### config.mk
export PLATFORM = sky130hd
export DESIGN_NAME = comparador_serial_der_izq
export DESIGN_NICKNAME = d
export VERILOG_FILES = /design/src/rtl/cmp_pkg.sv /design/src/rtl/celda_propagacion_cmp.sv /design/src/rtl/comparador_serial_der_izq.sv
export SDC_FILE = /design/constraint.sdc
export NUM_CORES = 1
export LEC_CHECK = 0
export BUFFER_PORTS_ARGS = -buffer_cell sky130_fd_sc_hd__buf_2
export CELL_PAD_IN_SITES_DETAIL_PLACEMENT = 0
export CELL_PAD_IN_SITES_GLOBAL_PLACEMENT = 1
export CORE_UTILIZATION = 45
export DETAILED_ROUTE_END_ITERATION = 12
export GPL_TIMING_DRIVEN = 0
export PLACE_DENSITY_LB_ADDON = 0.1
export SYNTH_ARGS = -nofsm -noshare
export SYNTH_HDL_FRONTEND = slang
export SYNTH_SLANG_ARGS = --single-unit
### constraint.sdc
create_clock -name clk -period 2.6 [get_ports clk]
set_input_delay 0.13 -clock clk [delete_from_list [all_inputs] [get_ports clk]]
set_output_delay 0.13 -clock clk [all_outputs]
set_load 0.02 [all_outputs]
### src/rtl/cmp_pkg.sv
// rtl/cmp_pkg.sv - shared constants and types for the serial comparator
//
// Purpose: FSM state encoding and default operand width used by
//          comparador_serial_der_izq and its bench.
package cmp_pkg;

    localparam int CMP_WIDTH_DEFAULT = 8;

    typedef enum logic [1:0] {
        ST_IDLE  = 2'd0,
        ST_SHIFT = 2'd1,
        ST_DONE  = 2'd2
    } cmp_state_t;

endpackage

### src/rtl/celda_propagacion_cmp.sv
// rtl/celda_propagacion_cmp.sv - combinational 1-bit update of the right-to-left comparator chain
//
// Purpose: computes the next running "A greater" term (P) and the running
//          equality term (E) from one bit pair.
// Ports:
//   a, b        in   current bit pair
//   p_prev      in   running P from less significant bits
//   e_prev      in   running E from less significant bits
//   first       in   1 for bit 0 (initial cell), 0 for propagation cells
//   msb_signed  in   1 when the pair is a two's-complement sign bit
//   p_next      out  updated P
//   e_next      out  updated E
module celda_propagacion_cmp (
    input  logic a,
    input  logic b,
    input  logic p_prev,
    input  logic e_prev,
    input  logic first,
    input  logic msb_signed,
    output logic p_next,
    output logic e_next
);

    logic differ;

    assign differ = a ^ b;

    always_comb begin
        p_next = p_prev;
        e_next = e_prev;
        if (first) begin
            p_next = a & ~b;
            e_next = ~differ;
        end else begin
            // A more significant differing bit overrides whatever the lower
            // bits decided; a sign bit carries the opposite weight.
            if (differ) begin
                p_next = msb_signed ? b : a;
            end
            e_next = e_prev & ~differ;
        end
    end

endmodule

### src/rtl/comparador_serial_der_izq.sv
// rtl/comparador_serial_der_izq.sv - bit-serial LSB-first magnitude comparator
//
// Purpose: loads two WIDTH-bit operands on start, feeds one bit pair per
//          clock (LSB first) through a single reused comparator cell and
//          reports gt/eq/lt with a one-cycle done pulse.
// Optional: COMPARADOR_SIGNED_CMP_EN selects two's-complement comparison.
// Ports:
//   clk    in   rising-edge clock
//   rst_n  in   asynchronous active-low reset
//   start  in   request a comparison (sampled only in IDLE)
//   op_a   in   operand A, captured on an accepted start
//   op_b   in   operand B, captured on an accepted start
//   busy   out  high in SHIFT or DONE
//   done   out  one-cycle pulse when gt/eq/lt become valid
//   bit_a  out  A bit currently presented to the cell
//   bit_b  out  B bit currently presented to the cell
//   gt     out  A > B
//   eq     out  A == B
//   lt     out  A < B
module comparador_serial_der_izq
    import cmp_pkg::*;
#(
    parameter int WIDTH = CMP_WIDTH_DEFAULT,
    parameter int CNT_W = $clog2(WIDTH)
) (
    input  logic             clk,
    input  logic             rst_n,
    input  logic             start,
    input  logic [WIDTH-1:0] op_a,
    input  logic [WIDTH-1:0] op_b,
    output logic             busy,
    output logic             done,
    output logic             bit_a,
    output logic             bit_b,
    output logic             gt,
    output logic             eq,
    output logic             lt
);

    cmp_state_t       state;
    cmp_state_t       state_nxt;
    logic [WIDTH-1:0] sh_a;
    logic [WIDTH-1:0] sh_b;
    logic [CNT_W-1:0] cnt;
    logic             p_reg;
    logic             e_reg;
    logic             p_nxt;
    logic             e_nxt;
    logic             load;
    logic             shift_en;
    logic             finish;
    logic             last_bit;
    logic             first_bit;
    logic             msb_signed;

    assign last_bit  = (cnt == CNT_W'(WIDTH - 1));
    assign first_bit = (cnt == '0);
    assign bit_a     = sh_a[0];
    assign bit_b     = sh_b[0];

`ifdef COMPARADOR_SIGNED_CMP_EN
    assign msb_signed = last_bit;
`else
    assign msb_signed = 1'b0;
`endif

    celda_propagacion_cmp u_celda (
        .a          (sh_a[0]),
        .b          (sh_b[0]),
        .p_prev     (p_reg),
        .e_prev     (e_reg),
        .first      (first_bit),
        .msb_signed (msb_signed),
        .p_next     (p_nxt),
        .e_next     (e_nxt)
    );

    always_ff @(posedge clk or negedge rst_n) begin
        if (!rst_n) begin
            state <= ST_IDLE;
        end else begin
            state <= state_nxt;
        end
    end

    always_comb begin
        state_nxt = state;
        load      = 1'b0;
        shift_en  = 1'b0;
        finish    = 1'b0;
        busy      = 1'b0;
        case (state)
            ST_IDLE: begin
                if (start) begin
                    load      = 1'b1;
                    state_nxt = ST_SHIFT;
                end
            end
            ST_SHIFT: begin
                busy     = 1'b1;
                shift_en = 1'b1;
                if (last_bit) begin
                    state_nxt = ST_DONE;
                end
            end
            ST_DONE: begin
                busy      = 1'b1;
                finish    = 1'b1;
                state_nxt = ST_IDLE;
            end
            default: begin
                state_nxt = ST_IDLE;
            end
        endcase
    end

    always_ff @(posedge clk or negedge rst_n) begin
        if (!rst_n) begin
            sh_a  <= '0;
            sh_b  <= '0;
            cnt   <= '0;
            p_reg <= 1'b0;
            e_reg <= 1'b1;
        end else if (load) begin
            sh_a <= op_a;
            sh_b <= op_b;
            cnt  <= '0;
        end else if (shift_en) begin
            sh_a  <= {1'b0, sh_a[WIDTH-1:1]};
            sh_b  <= {1'b0, sh_b[WIDTH-1:1]};
            p_reg <= p_nxt;
            e_reg <= e_nxt;
            // Hold on the last index so a power-of-two WIDTH never wraps.
            if (!last_bit) begin
                cnt <= cnt + CNT_W'(1);
            end
        end
    end

    // Results are registered on leaving DONE, so done and the flags appear
    // together in the following cycle and then hold until the next result.
    always_ff @(posedge clk or negedge rst_n) begin
        if (!rst_n) begin
            done <= 1'b0;
            gt   <= 1'b0;
            eq   <= 1'b0;
            lt   <= 1'b0;
        end else begin
            done <= finish;
            if (finish) begin
                gt <= p_reg & ~e_reg;
                eq <= e_reg;
                lt <= ~p_reg & ~e_reg;
            end
        end
    end

endmodule

# == Yosys cells after proc, flatten, opt, wreduce, memory -nomap -nowiden ==
# Index checks and enable logic that the tools add are counted.
# classes
bitwise_logic,10
reduce_logical,9
mul,0
n_mux,18
add_sub_neg,1
eq_ne,6
shift,0
order_cmp,0
div_mod_pow,0
# ops
op,count
two-way mux 8 bit,4
two-way mux 3 bit,3
two-way mux 1 bit,8
"!= test 2 bit, second input constant",3
AND reduction 2 bit,3
inverter 1 bit,5
AND 1 bit,4
two-way mux 2 bit,2
one-hot mux 2 bit (2 select lines),1
nonzero test 2 bit,2
"adder 3 x 1 -> 3 bit, second input constant",1
"equality test 3 bit, second input constant",1
zero test 3 bit,1
AND reduction 3 bit,1
"equality test 2 x 1 -> 1 bit, second input constant",1
"equality test 2 bit, second input constant",1
zero test 2 bit,1
OR reduction 2 bit,1
XOR 1 bit,1
# totals
rom_bits,0
output_inout_bits,7
inputBits,19
wordCells,54
latch_bits,0
mem_bits_rw,0
register_bits,27
mem_count,0

# == Depth between registers and ports, before layout ==
# Gate-level depths: netlist of the first run.
# logic_depth
ltp_word,4
mapped_depth,7

# == Cells and area by module ==
# From an unflattened synthesis of the first run, not the netlist that was laid out.
# unflattened
hier_cells,125
hier_area_um2,1358.8
# by_module_without_submodules
module,cells_per_inst,area_each_um2,n_inst
comparador_serial_der_izq,118,1305.0,1
celda_propagacion_cmp,7,53.8,1

# == Worst setup path after synthesis of the first run ==
# OpenSTA, ideal clock, no wires.
# synth_timing
path_kind,register to register
startpoint,register cnt[0]
endpoint,register state[0]
arrival_ns,1.347
stages_incl_launch_ff,6
n_path_buf,0
period_less_slack_ns,1.472
setup_time_ns,0.125
setup_slack_ns,1.128
path_cell_list,dfrtp_1 -> ha_1 -> ha_1 -> and2b_4 -> nor2_2 -> mux2_4
# synth_between
elab_chain_len,3
# synth_lines
item,line,text
from (decl),comparador_serial_der_izq.sv:44,logic [CNT_W-1:0] cnt;
from (signal assigned),comparador_serial_der_izq.sv:135,cnt <= cnt + CNT_W'(1);
equality test 3 bit,comparador_serial_der_izq.sv:56,assign last_bit = (cnt == CNT_W'(WIDTH - 1));
!= test 2 bit (no line),n/a,
AND reduction 2 bit (no line),n/a,
to (signal assigned),comparador_serial_der_izq.sv:82,state <= state_nxt;
to (decl),comparador_serial_der_izq.sv:40,cmp_state_t state;
# No other way between the ends.
# A chain may end at the register's enable or synchronous reset.

# == Worst setup path in the final report of the first run ==
# Ends and elaborated chain as after synthesis.

==> results of run 1 <==
final cells by class:
type | count | share of cell area (%)
Multi-Input combinational cell | 82 | 35.9
Timing Repair Buffer | 36 | 14.5
Tap cell | 31 | 2.38
Sequential cell | 27 | 41.6
Clock buffer | 4 | 1.62
Inverter | 7 | 1.62
Buffer | 6 | 2.38
placed cells by master, fill, tap and decap left out:
cell,n
a211oi_2,1
a21oi_1,1
and2_1,1
and2b_1,1
and2b_4,1
buf_2,29
buf_4,1
buf_6,1
clkbuf_1,1
clkbuf_4,3
dfrtp_1,26
dfstp_2,1
dlygate4sd3_1,11
ha_1,8
inv_1,6
inv_2,1
mux2_2,2
mux2_4,1
mux2i_1,16
nand2_1,18
nand2b_1,1
nand3b_1,1
nor2_1,6
nor2_2,1
nor2b_1,1
nor3b_1,1
o21ai_0,2
o21ai_1,15
o22a_1,2
o32a_1,1
xnor2_1,1
cells by family after synthesis:
logic type                 share of synthesized area (%)
AOI/OAI and AO/OA                                   9.81
xor gates and xnor gates                           0.660
adders and majority gates                           7.55
buffers and inverters                               4.91
DFF                                                 51.0
muxes                                               14.9
and+or+nand+nor                                     11.1
power groups by stage:
stage | combinational [mW] | clock, mW | sequential, mW
2_1_floorplan | 0.650 | 0 | 0.747
3_3_place_gp | 0.844 | 0 | 0.726
3_5_place_dp | 0.871 | 0 | 0.734
4_1_cts | 0.890 | 0.190 | 0.723
5_1_grt | 0.985 | 0.207 | 0.746
6_report | 0.880 | 0.184 | 0.719
worst min-delay path, cell delays in order:
cell,delay [ps]
buf_2,70
nand2_1,40
o21ai_1,60
worst max-delay path by stage:
stage,cells past startpoint,slack (ps),startpoint,to
after floorplan,5,1130,cnt[0],state[0]
after global placement,5,1090,cnt[0],state[0]
after detailed placement,5,1070,cnt[0],state[0]
after CTS,5,1050,cnt[0],state[0]
after global routing,7,930,state[0],sh_a[2]
final,5,1050,cnt[0],state[0]
metal layers:
metal | vias to the layer above | share of wire, %
li1 | 492 | -
met1 | 470 | 48
met2 | 17 | 49
met3 | 2 | 2.1
met4 | 0 | 0.42
met5 | - | 0
metrics by stage:
stage          std cells  power (mW)  setup slack (ps)  hold WS [ps]
2_1_floorplan        122        1.40              1130          -166
3_3_place_gp         178        1.57              1090           166
3_5_place_dp         178        1.60              1070           176
4_1_cts              192        1.80              1050          1.34
5_1_grt              193        1.94               934          14.8
6_report             193        1.78              1050          9.21
timing repair:
item | in CTS | in global routing
hold buffers | 10 | 1
setup buffers | 0 | 0
hold endpoints to repair | 35 | 1
==> impl_metrics.yaml, run 1 <==
status:
  status: "completed"
floorplanning:
  coreArea_um2: 2780
  die-width_um: 56.3
  std_cell_rows: 19
  die_h_um: 56.3
  die_area_um2: 3170
  io_pins: 26
  start_util_pct: 47.7
yosys:
  synth_nets: 149
  synth_most_common_cell: "dfrtp_1"
  ys_ff_latch: 27
  synthFlopType: "dfrtp_1"
  yosysWarnings: 0
  synth_edf_count: 0
  async_flop_share_pct: 100
  synth_common_cells: "dfrtp_1 (26), nand2_1 (18), mux2i_1 (16)"
  netlist_top_cells_area: "dfrtp_1 (49%), mux2i_1 (12%), ha_1 (7.5%)"
  ys_types: 28
  synth_area_per_cell_um2: 10.9
  ys_seq_area_share_pct: 51.0
  synth_top_area_share_pct: 49.1
  netlist_area_um2: 1330
  netlist_instances: 122
  synth_top_cell_by_area: "dfrtp_1"
worst_hold_path:
  min-delay-start: "op_a[6]"
  holdPathStages: 3
  min_to: "sh_a[6]"
  hold_path_class: "in2reg"
timing:
  worstMarginPinSlew_ps: 589
  rsz0062_at_grt: "no"
  fin_setup_tns_ps: 0
  finalHoldViolations: 0
  drv_slew: 0
  final-setup-viol-count: 0
  period_share_pct: 59.5
  period_needed_ps: 1550
  fmax_ghz: 0.646
  skew_ps: 4.16
  relSlewSlack_pct: 60.7
global_route:
  grt_max_degree: 28
  met3_usage_pct: 2.76
  grt-busiest-layer: "met2"
  grt_overflow: 0
  grt_use_total_pct: 16.8
  grt_pass1_wl_um: 4150
  met2_usage_pct: 26.9
  antenna_found_initial: 0
  grt_pass1_vias: 919
  use_met1_pct: 23.1
worst_setup_path:
  crit_top_cell: "ha_1"
  endpoint_kind: "register"
  critPathMaxStageDelay_ps: 430
  critPathKind: "reg2reg"
  cp_top_family: "flip-flops"
  critPathSlowestCell: "dfrtp_1"
  path_buf_inv: 0
  r2r_end: "state[0]"
  cp-start-kind: "register"
  cp_max_fo: 4
  reg2reg_depth: 5
  crit_chain: "ha_1 -> ha_1 -> and2b_4 -> nor2_2 -> mux2_4"
  worstPathArrival_ps: 1780
  worstPathRequired_ps: 2830
  rr_startpoint: "cnt[0]"
  r2r_slack_ps: 1050
route:
  drt_first_pass_iters: 2
  route.detailed.drc: 0
  wl_per_cell_um: 12.4
  num_vias: 981
  ant_nets: 0
  via_per_inst: 5.08
  drt_iter0_drc: 26
  drt-total-wl_um: 2390
layout:
  layout-drive-gt1-share_pct: 25.9
  area_delta_synth_final_pct: 22.6
  n_fill_cell: 266
  multi_input_area_um2: 584
  seq_area_um2: 677
  antenna-diode-count: 0
  top_regs: "sh_a (8), sh_b (8), cnt (3)"
  nNetsFinal: 190
  design_area_um2: 1630
  fin_util_pct: 58.5
clock_network:
  root_buffer: "clkbuf_4"
  cts.path.max_buffers: 2
  numCtsBuffers: 3
  cts_tree: "done"
  path_clk_slew_ps: 140
  clk_latency_ps: 320
  cts-resized-gates: 0
  cts_htree_levels: 1
  clock-sinks: 27
job:
  drv_cap: 0
pwr:
  powerDensity_nw_per_um2: 1100
  p_comb_share_pct: 49.4
  p_sw_uw: 696
  internal-power_mw: 1.09
  netSwitchingFraction_pct: 39.1
  vdd_drop_max_uv: 655
  p_seq_share_pct: 40.4
  clock_power_share_pct: 10.3
  p_leak_nw: 0.831
placement:
  gp_congestion: 0.716
  portBuffers: 25
  dp_hpwl_um: 1670
  placed_area_um2: 1490
(Power assumes the default switching activity.)
==> run 2, diff against run 1 <==
--- a/config.mk
+++ b/config.mk
@@ -8,7 +8,7 @@
 export BUFFER_PORTS_ARGS = -buffer_cell sky130_fd_sc_hd__buf_2
 export CELL_PAD_IN_SITES_DETAIL_PLACEMENT = 0
 export CELL_PAD_IN_SITES_GLOBAL_PLACEMENT = 1
-export CORE_UTILIZATION = 45
+export CORE_UTILIZATION = 38
 export DETAILED_ROUTE_END_ITERATION = 12
 export GPL_TIMING_DRIVEN = 0
 export PLACE_DENSITY_LB_ADDON = 0.1
==> constraint.sdc (replaced) <==
create_clock -name clk -period 1.3 [get_ports clk]
set_input_delay 0.065 -clock clk [delete_from_list [all_inputs] [get_ports clk]]
set_output_delay 0.065 -clock clk [all_outputs]
set_load 0.02 [all_outputs]
==> impl_metrics.yaml, run 2 (same netlist as run 1, synthesis figures left out) <==
layout:
  fin_util_pct: 57.9
  nNetsFinal: 204
  area_delta_synth_final_pct: 45.7
  final_cell_mix: "dfrtp_1 (24), buf_2 (24), nand2_1 (18)"
  antenna-diode-count: 0
  layout-drive-gt1-share_pct: 37.5
  top_regs: "sh_a (8), sh_b (8), cnt (3)"
floorplanning:
  start_util_pct: 39.7
  coreArea_um2: 3340
  io_pins: 26
  std_cell_rows: 21
  die-width_um: 61.1
  die_area_um2: 3730
  die_h_um: 61.1
route:
  via_per_inst: 4.68
  num_vias: 1038
  drt_first_pass_iters: 3
  wl_per_cell_um: 12.9
  drt_iter0_drc: 20
  ant_nets: 0
  drt-total-wl_um: 2860
  route.detailed.drc: 0
timing:
  relSlewSlack_pct: 60.0
  worstMarginPinSlew_ps: 600
  fmax_ghz: 0.669
  drv_slew: 0
  fin_ws_ps: -194
  finalHoldViolations: 0
  fin_setup_tns_ps: -672
  rsz0062_at_grt: "yes"
  skew_ps: 6.38
  final-setup-viol-count: 8
  period_share_pct: 115
  period_needed_ps: 1490
placement:
  portBuffers: 25
  dp_hpwl_um: 1750
  gp_congestion: 0.755
pwr:
  vdd_drop_max_uv: 833
  powerDensity_nw_per_um2: 2220
  power_mw: 4.28
  p_leak_nw: 0.918
global_route:
  antenna_found_initial: 0
  grt_overflow: 0
  grt_pass1_wl_um: 4820
  grt_pass1_vias: 1090
  grt_use_total_pct: 17.9
  grt_max_degree: 28
status:
  violations: "setup timing"
  status: "finished, violations left"
worst_hold_path:
  min-delay-start: "start"
  hold_path_class: "in2reg"
  min_to: "sh_b[7]"
  holdPathStages: 4
worst_setup_path:
  worstPathArrival_ps: 1730
  critPathKind: "reg2reg"
  cp_max_fo: 4
  cp_top_family: "flip-flops"
  reg2reg_depth: 5
  endpoint_kind: "register"
  r2r_slack_ps: -190
  critPathMaxStageDelay_ps: 420
  critPathSlowestCell: "dfrtp_1"
  rr_startpoint: "cnt[0]"
  cp-start-kind: "register"
  r2r_end: "state[0]"
  worstPathRequired_ps: 1540
  path_buf_inv: 0
  crit_chain: "ha_2 -> ha_4 -> and2b_4 -> nor2_4 -> mux2_4"
clock_network:
  root_buffer: "clkbuf_4"
  cts_tree: "done"
  clk_latency_ps: 340
  clock-sinks: 27
  cts.path.max_buffers: 2
  cts_htree_levels: 1
  numCtsBuffers: 3
  path_clk_slew_ps: 160
job:
  drv_cap: 0
run 2: cell count changes in the layout (fill, tap and decap cells not counted), sizes merged:
cell         before  now
dlygate4sd3      11   17
inv               7    8
buf              31   39
clkbuf            4    3
run 2: power by group:
| group | total [mW] | switching, mW | internal (mW) |
|---|---|---|---|
| clock | 0.399 | 0.273 | 0.126 |
| sequential | 1.47 | 0.253 | 1.22 |
| combinational | 2.41 | 1.10 | 1.31 |
run 2: what timing repair did:
item / CTS / global route
pin swaps: 2 / 6
hold endpoints to repair: 42 / 0
setup endpoints to repair: 22 / 24
gates resized for setup: 22 / 4
hold buffers: 17 / 0
setup buffers: 8 / 1
run 2: per-layer routing:
metal | vias up | GRT usage (%) | routed length (µm)
li1 | 522 | - | -
met1 | 497 | 20.3 | 1290
met2 | 17 | 33.5 | 1480
met3 | 2 | 5.04 | 70
met4 | 0 | 2.92 | 19
met5 | - | 0 | 0
run 2: worst min-delay path: cells and delay by family:
family                 cells  cell delay, ps
AOI/OAI and AO/OA          1              70
buffers and inverters      2             220
and+or+nand+nor            1             140
run 2: through the flow:
step                std cells  instance area (µm²)  worst slack [ps]  hold WS, ps
global route              222                 1930              -217          150
CTS                       222                 1920              -168          143
floorplan                 122                 1360              -121         -231
global placement          193                 1540              -201          111
finish                    222                 1930              -194          165
detailed placement        193                 1540              -198          118
run 2: how the worst max path moves through the flow:
stage	startpoint	to	slack (ps)	cells after the start
2_1_floorplan	cnt[0]	state[0]	-120	5
3_3_place_gp	state[1]	state[0]	-200	6
3_5_place_dp	state[1]	state[0]	-200	6
4_1_cts	cnt[0]	state[0]	-170	5
5_1_grt	cnt[0]	state[0]	-220	5
6_report	cnt[0]	state[0]	-190	5
run 2: final cells by class:
cell class	count	area (µm²)
inverters	7	26.3
repair buffers	51	394
fillers	296	1410
well taps	46	57.6
clock inverters	1	8.76
clock buffers	3	22.5
plain buffers	5	65.1
flip-flops and latches	27	679
multi-input cells	82	678
==> run 3, diff against run 2 <==
--- a/config.mk
+++ b/config.mk
@@ -5,11 +5,11 @@
 export SDC_FILE = /design/constraint.sdc
 export NUM_CORES = 1
 export LEC_CHECK = 0
-export BUFFER_PORTS_ARGS = -buffer_cell sky130_fd_sc_hd__buf_2
 export CELL_PAD_IN_SITES_DETAIL_PLACEMENT = 0
 export CELL_PAD_IN_SITES_GLOBAL_PLACEMENT = 1
-export CORE_UTILIZATION = 38
+export CORE_UTILIZATION = 43
 export DETAILED_ROUTE_END_ITERATION = 12
+export DONT_BUFFER_PORTS = 1
 export GPL_TIMING_DRIVEN = 0
 export PLACE_DENSITY_LB_ADDON = 0.1
 export SYNTH_ARGS = -nofsm -noshare
==> impl_metrics.yaml, run 3 (same netlist as run 1, synthesis figures left out) <==
clock_network:
  path_clk_slew_ps: 150
  root_buffer: "clkbuf_4"
  numCtsBuffers: 3
  clk_latency_ps: 320
  cts_tree: "done"
  clock-sinks: 27
  cts.path.max_buffers: 2
  cts_htree_levels: 1
route:
  via_per_inst: 5.16
  drt_first_pass_iters: 4
  ant_nets: 0
  drt_iter0_drc: 31
  num_vias: 950
  route.detailed.drc: 0
  drt-total-wl_um: 2630
  wl_per_cell_um: 14.3
pwr:
  p_seq_share_pct: 37.7
  internal-power_mw: 2.61
  vdd_drop_max_uv: 1090
  p_comb_share_pct: 53.5
  p_leak_nw: 0.834
  netSwitchingFraction_pct: 37.9
  powerDensity_nw_per_um2: 2290
  p_sw_mw: 1.59
  clock_power_share_pct: 8.8
timing:
  rsz0062_at_grt: "yes"
  skew_ps: 3.85
  worstMarginPinSlew_ps: 224
  relSlewSlack_pct: 85.1
  finalHoldViolations: 0
  period_share_pct: 113
  fmax_ghz: 0.680
  final-setup-viol-count: 5
  fin_setup_tns_ps: -498
  fin_ws_ps: -170
  drv_slew: 0
  period_needed_ps: 1470
placement:
  dp_cells: 153
  dp_worst_setup_slack_ps: -197
  portBuffers: 0
  dp_hpwl_um: 1640
  gp_congestion: 0.684
global_route:
  grt_max_degree: 28
  antenna_found_initial: 0
  grt_pass1_wl_um: 4510
  grt_pass1_vias: 989
  grt_use_total_pct: 17.9
  grt_overflow: 0
worst_setup_path:
  worstPathArrival_ps: 1700
  cp-start-kind: "register"
  crit_chain: "ha_2 -> ha_4 -> and2b_4 -> nor2_2 -> mux2_4"
  critPathKind: "reg2reg"
  r2r_slack_ps: -170
  endpoint_kind: "register"
  cp_max_fo: 4
  critPathSlowestCell: "dfrtp_1"
  worstPathRequired_ps: 1530
  critPathMaxStageDelay_ps: 420
status:
  status: "finished, violations left"
  violations: "setup timing"
worst_hold_path:
  hold_path_class: "in2reg"
layout:
  nNetsFinal: 181
  mostFrequentLayoutCell: "dfrtp_1"
  area_delta_synth_final_pct: 38.1
  instances_no_fill: 184
  layout-drive-gt1-share_pct: 31.4
  fin_util_pct: 64.8
  top_regs: "sh_a (8), sh_b (8), cnt (3)"
  antenna-diode-count: 0
  final_cell_mix: "dfrtp_1 (24), nand2_1 (17), dlygate4sd3_1 (17)"
floorplanning:
  io_pins: 26
  die_area_um2: 3310
  coreArea_um2: 2830
  die_h_um: 57.5
  std_cell_rows: 19
  die-width_um: 57.5
  start_util_pct: 46.9
job:
  drv_cap: 0
run 3: cell count changes in the layout (fill, tap and decap cells not counted), moves of 2 or more:
cell / before / now
o21ai_2: 0 / 2
inv_2: 3 / 5
buf_8: 0 / 3
inv_1: 4 / 2
nor2_2: 0 / 2
o21ai_1: 16 / 14
buf_2: 24 / 0
run 3: power groups by stage:
| stage | Sequential, mW | Combinational [mW] | Clock, mW |
|---|---|---|---|
| after global routing | 1.63 | 2.46 | 0.423 |
| final | 1.58 | 2.25 | 0.369 |
| after global placement | 1.58 | 1.56 | 0 |
| after CTS | 1.57 | 1.95 | 0.375 |
| after detailed placement | 1.60 | 1.59 | 0 |
| after floorplan | 1.51 | 1.36 | 0 |
run 3: area by class of cell:
cell class | instances | area, µm²
Fill cell | 224 | 997
Sequential cell | 27 | 679
Tap cell | 31 | 38.8
Clock buffer | 3 | 22.5
Inverter | 7 | 26.3
Buffer | 5 | 76.3
Multi-Input combinational cell | 82 | 689
Clock inverter | 1 | 5.00
Timing Repair Buffer | 28 | 294
run 3: worst max-delay path: cells and delay by family, from the launching register on:
kind	cells	cell delay, ps
DFF	1	420
adders and majority gates	2	350
and+or+nand+nor	2	320
muxes	1	290
run 3: timing repair:
item                                    CTS  global route
pin swaps                                 2             8
hold endpoints to repair                 43             0
hold buffers                             18             0
endpoints found under the setup margin   22            23
buffers inserted                          7             3
gates resized for setup                  17            18
cloned                                    0             1
run 3: through the flow:
stage	power [mW]	hold WS, ps	instance area (µm²)
after floorplan	2.87	-231	1360
after global placement	3.14	-230	1400
after detailed placement	3.19	-230	1400
after CTS	3.89	119	1730
after global routing	4.51	113	1830
final	4.20	115	1830
run 3: path summary, 6_finish.rpt:
path,start,depth (start not counted),endpoint
setup / recovery,cnt[0],5,state[0]
hold / removal,start,2,p_reg
setup reg to reg,cnt[0],5,state[0]
hold reg to reg,e_reg,1,e_reg
max in group asynchronous,rst_n,2,e_reg
min in group asynchronous,rst_n,2,cnt[0]
run 3: routing by layer:
metal | track usage (%) | share of wire (%)
met5 | 0 | 0
met4 | 8.01 | 0.68
met3 | 2.95 | 3.3
met2 | 29.1 | 49
met1 | 23.6 | 47
